### config.mk
export PLATFORM = sky130hd
export DESIGN_NAME = down_timer
export DESIGN_NICKNAME = d
export VERILOG_FILES = /design/src/rtl/timer_pkg.sv /design/src/rtl/tick_gen.sv /design/src/rtl/down_timer.sv
export SDC_FILE = /design/constraint.sdc
export NUM_CORES = 1
export LEC_CHECK = 0
export BUFFER_PORTS_ARGS = -buffer_cell sky130_fd_sc_hd__buf_2
export CAP_MARGIN = 20
export CELL_PAD_IN_SITES_DETAIL_PLACEMENT = 1
export CELL_PAD_IN_SITES_GLOBAL_PLACEMENT = 1
export CORE_ASPECT_RATIO = 0.7
export CORE_MARGIN = 2
export CORE_UTILIZATION = 36
export CTS_CLUSTER_DIAMETER = 200
export DETAILED_ROUTE_END_ITERATION = 10
export PLACE_DENSITY = 0.8
export SKIP_CTS_REPAIR_TIMING = 1
export SLEW_MARGIN = 20
export SYNTH_ARGS = -nofsm -noshare
export SYNTH_HDL_FRONTEND = slang
export SYNTH_SLANG_ARGS = --single-unit
### constraint.sdc
create_clock -name clk -period 2.07 [get_ports clk]
set_input_delay 0.207 -clock clk [delete_from_list [all_inputs] [get_ports clk]]
set_output_delay 0.207 -clock clk [all_outputs]
set_load 0.03 [all_outputs]
### src/rtl/timer_pkg.sv
// Shared types and default sizes for the timing/utility library counters.
package timer_pkg;

  typedef enum logic {
    IDLE = 1'b0,
    RUN  = 1'b1
  } state_e;

  localparam int DEF_WIDTH      = 8;
  localparam int DEF_PRESCALE_W = 4;

endpackage : timer_pkg

### src/rtl/tick_gen.sv
// Prescaler: emits a one-cycle tick every divide+1 clocks while run is high.
// clear restarts the division phase and suppresses the tick for that cycle.
module tick_gen #(
  parameter int PRESCALE_W = timer_pkg::DEF_PRESCALE_W
) (
  input  logic                  clk,
  input  logic                  reset,
  input  logic                  clear,
  input  logic                  run,
  input  logic [PRESCALE_W-1:0] divide,
  output logic                  tick
);

  logic [PRESCALE_W-1:0] cnt_q, cnt_d;

  // Tick when the phase counter reaches the divide setting; counter wraps to 0 there.
  always_comb begin
    cnt_d = cnt_q;
    tick  = 1'b0;
    if (clear) begin
      cnt_d = '0;
    end else if (run) begin
      if (cnt_q == divide) begin
        tick  = 1'b1;
        cnt_d = '0;
      end else begin
        cnt_d = cnt_q + PRESCALE_W'(1);
      end
    end
  end

  // Phase counter register; holds while not running.
  always_ff @(posedge clk) begin
    if (reset) cnt_q <= '0;
    else       cnt_q <= cnt_d;
  end

endmodule : tick_gen

### src/rtl/down_timer.sv
// Loadable down-counter with prescaled tick, one-shot/periodic reload and
// a one-cycle expiry pulse when the count is consumed at zero.
module down_timer
  import timer_pkg::*;
#(
  parameter int WIDTH      = DEF_WIDTH,
  parameter int PRESCALE_W = DEF_PRESCALE_W
) (
  input  logic                  clk,
  input  logic                  reset,
  input  logic                  start,
  input  logic                  stop,
  input  logic [WIDTH-1:0]      load_val,
  input  logic                  periodic,
  input  logic [PRESCALE_W-1:0] prescale,
  output logic [WIDTH-1:0]      count,
  output logic                  busy,
  output logic                  expired
);

  state_e                state_q, state_d;
  logic [WIDTH-1:0]      count_q, count_d;
  logic                  expired_q, expired_d;
  logic [WIDTH-1:0]      ld_q, ld_d;
  logic                  per_q, per_d;
  logic [PRESCALE_W-1:0] pre_q, pre_d;
  logic                  start_acc;
  logic                  tick;

  // stop dominates start, so a simultaneous pair never restarts the prescaler
  assign start_acc = start && !stop;

  tick_gen #(.PRESCALE_W(PRESCALE_W)) u_tick (
    .clk    (clk),
    .reset  (reset),
    .clear  (start_acc),
    .run    (state_q == RUN),
    .divide (pre_q),
    .tick   (tick)
  );

  // Next-state: stop > start > tick-driven count/expiry.
  always_comb begin
    state_d   = state_q;
    count_d   = count_q;
    expired_d = 1'b0;
    ld_d      = ld_q;
    per_d     = per_q;
    pre_d     = pre_q;
    if (stop) begin
      // abort holds the count where it is; no expiry even if a tick lands here
      if (state_q == RUN) state_d = IDLE;
    end else if (start) begin
      state_d = RUN;
      count_d = load_val;
      ld_d    = load_val;
      per_d   = periodic;
      pre_d   = prescale;
    end else if (state_q == RUN && tick) begin
      if (count_q != '0) begin
        count_d = count_q - WIDTH'(1);
      end else begin
        // zero is terminal: reload or park at 0, never wrap
        expired_d = 1'b1;
        if (per_q) count_d = ld_q;
        else       state_d = IDLE;
      end
    end
  end

  // State, count, pulse and latched configuration registers.
  always_ff @(posedge clk) begin
    if (reset) begin
      state_q   <= IDLE;
      count_q   <= '0;
      expired_q <= 1'b0;
      ld_q      <= '0;
      per_q     <= 1'b0;
      pre_q     <= '0;
    end else begin
      state_q   <= state_d;
      count_q   <= count_d;
      expired_q <= expired_d;
      ld_q      <= ld_d;
      per_q     <= per_d;
      pre_q     <= pre_d;
    end
  end

  assign count   = count_q;
  assign busy    = (state_q == RUN);
  assign expired = expired_q;

endmodule : down_timer

==> qor.yml <==
yosys:
  synth_cell_types: 38
  synth-edff-count: 0
  ys_seq_area_share_pct: 37.9
  postSynth.asyncResetShare_pct: 0
  synth_fp_nets: 192
  yosys_warnings: 0
  synth_ff_type: "dfxtp_1"
  syn_avg_cell_area_um2: 8.29
  syn_inst: 172
  synth-seq-cells: 27
  netlist_area_um2: 1430
clock_network:
  numCtsBuffers: 3
  path_clk_slew_ps: 110
  clock_sinks: 27
  cts_tree: "done"
  cts-root-buf: "clkbuf_8"
  insertion_delay_ps: 290
  clockBufferDepth: 2
  cts_max_level: 1
sta:
  rsz0062_at_grt: "true"
  period_share_pct: 97.4
  slew_headroom_pct: 60.5
  tightest_slew_ps: 592
  fin_skew_ps: 9.35
  clock.fmax_mhz: 496
  final_hold_viol_count: 0
  setup_viol: 0
  maxSlewViolCount: 0
  period_needed_ps: 2020
placed_design:
  dpl-instance-area_um2: 1670
  post-dp-hpwl_mm: 3.28
  place_congestion: 0.836
  place_inst: 250
  io_buffers: 26
drt:
  drt_iter0_markers: 118
  remaining_drc_errors: 0
  wl_mm: 4.51
  vias_per_cell: 5.47
  vias: 1389
  wire_per_inst_um: 17.7
  dr.pass1.iters: 4
  drtAntennaViolNets: 0
grt:
  grt_pass1_wl_mm: 7.19
  grt_pass1_vias: 1389
  overflow: 0
  antenna_found_initial: 0
  grt_start_max_net_pins: 25
  track_usage_pct: 21.0
cells_and_area:
  area_growth_pct: 23.4
  nets: 223
  fin_cells: 254
  layout-drive-gt1-share_pct: 29.2
  fin_area_um2: 1760
  antenna_cells: 0
setup_path:
  path_class: "reg2reg"
  critPathLaunchType: "register"
  required_ps: 2250
  cp.arrival_ps: 2200
  critPathMaxFanout: 8
  rrSetupSlack_ps: 50
  endpoint_kind: "register"
worst_hold_path:
  min_path_type: "in2reg"
floorplan:
  core_um2: 3850
  ios: 27
  num_rows: 19
  fp.dieW_um: 79.2
  start_util_pct: 37.0
  dieArea_um2: 4490
  die_h_um: 56.6
run_status:
  status: "completed"
power_and_ir_drop:
  power_mw: 1.32
  leakagePower_nw: 0.710
  power_density_nw_per_um2: 750
  vdd_drop_max_uv: 303
run:
  max-cap-violations: 0
==> final timing paths <==
check                                      startpoint               endpoint  cells past startpoint
worst max register to register  count[4]$_SDFFE_PP0P_  count[0]$_SDFFE_PP0P_                      4
worst max-delay path            count[4]$_SDFFE_PP0P_  count[0]$_SDFFE_PP0P_                      4
worst min-delay path                         periodic     per_q$_SDFFE_PP0P_                      3
worst min register to register   ld_q[7]$_SDFFE_PP0P_   ld_q[7]$_SDFFE_PP0P_                      2
==> stage by stage <==
stage,worst slack [ps],hold slack (ps),setup TNS (ps),utilization [%]
finish,54.8,150,0,45.7
floorplan,6.66,343,0,-
detailed placement,11.8,452,0,43.4
global placement,154,447,0,43.4
CTS,-12.4,153,-12.4,44.7
global route,-26.5,148,-69.9,45.7
==> registers in the layout, summed over array words and instances, names as in the netlist <==
signal	count
per_q	1
expired	1
pre_q	4
count	8
ld_q	8
busy	1
u_tick.cnt_q	4
==> layer usage <==
metal  global-route usage, %  vias to the layer above  wire, um
li1                        -                      683         -
met1                    30.4                      679      2250
met2                    32.1                       25      2060
met3                    4.18                        2       162
met4                    5.42                        0        34
met5                       0                        -         0
==> report_power, final <==
group / switching (mW) / internal [mW] / leakage (nW)
Combinational: 0.232 / 0.165 / 0.461
Clock: 0.192 / 0.142 / 0.0261
Sequential: 0.0405 / 0.548 / 0.223
==> layout by cell type (no fill, tap or decap), types with 2 or more instances in the layout <==
master and n:
nor4_1 2, or3_1 3, nor3_1 3, xor2_1 7
a211oi_2 4, buf_2 26, a211o_1 3, a311oi_1 6
nor2_1 7, a211oi_1 5, nand2_1 37, xnor2_1 3
o21ai_0 3, o211ai_1 2, buf_4 10, ha_1 2
dfxtp_1 24, a21oi_1 15, clkbuf_8 3, inv_1 6
a31o_2 2, dfxtp_4 2, nand2b_1 2
==> Yosys cell counts (all sizes together), types with 2 or more instances <==
master	instances	share of area, %
inv	6	1.6
nand2	37	9.7
a211oi	9	4.7
a21oi	15	5.3
clkbuf	9	2.4
o211ai	2	1.1
nor3	3	1.1
ha	3	2.6
nand2b	2	0.88
dfxtp	27	38
a211o	3	1.8
nor2	7	1.8
a31o	2	1.2
or3	3	1.3
xnor2	3	1.8
nor4	3	1.3
a311oi	7	4.3
buf	2	1.1
xor2	7	4.3
o21ai	4	1.4
nor3b	2	1.1
==> area by class of cell <==
class	instances	area (um2)
clock buffers	3	41.3
clock inverters	1	8.76
fillers	492	2090
inverters	6	22.5
multi-input cells	128	856
flip-flops and latches	27	549
well taps	52	65.1
repair buffers	37	216
==> kinds of logic after synthesis <==
kind of cell	synth area share [%]
and+or+nand+nor	20.3
AOI/OAI and AO/OA	27.2
DFF	37.9
buffers and inverters	5.09
xor gates and xnor gates	6.15
adders and majority gates	2.63
muxes	0.702
==> critical path, cell delays in order (launching register included) <==
cell	delay, ps
dfxtp_2	380
or4_4	520
o41a_1	490
a21o_4	290
a31o_2	230
No activity file was read; power rests on OpenSTA's default activity.
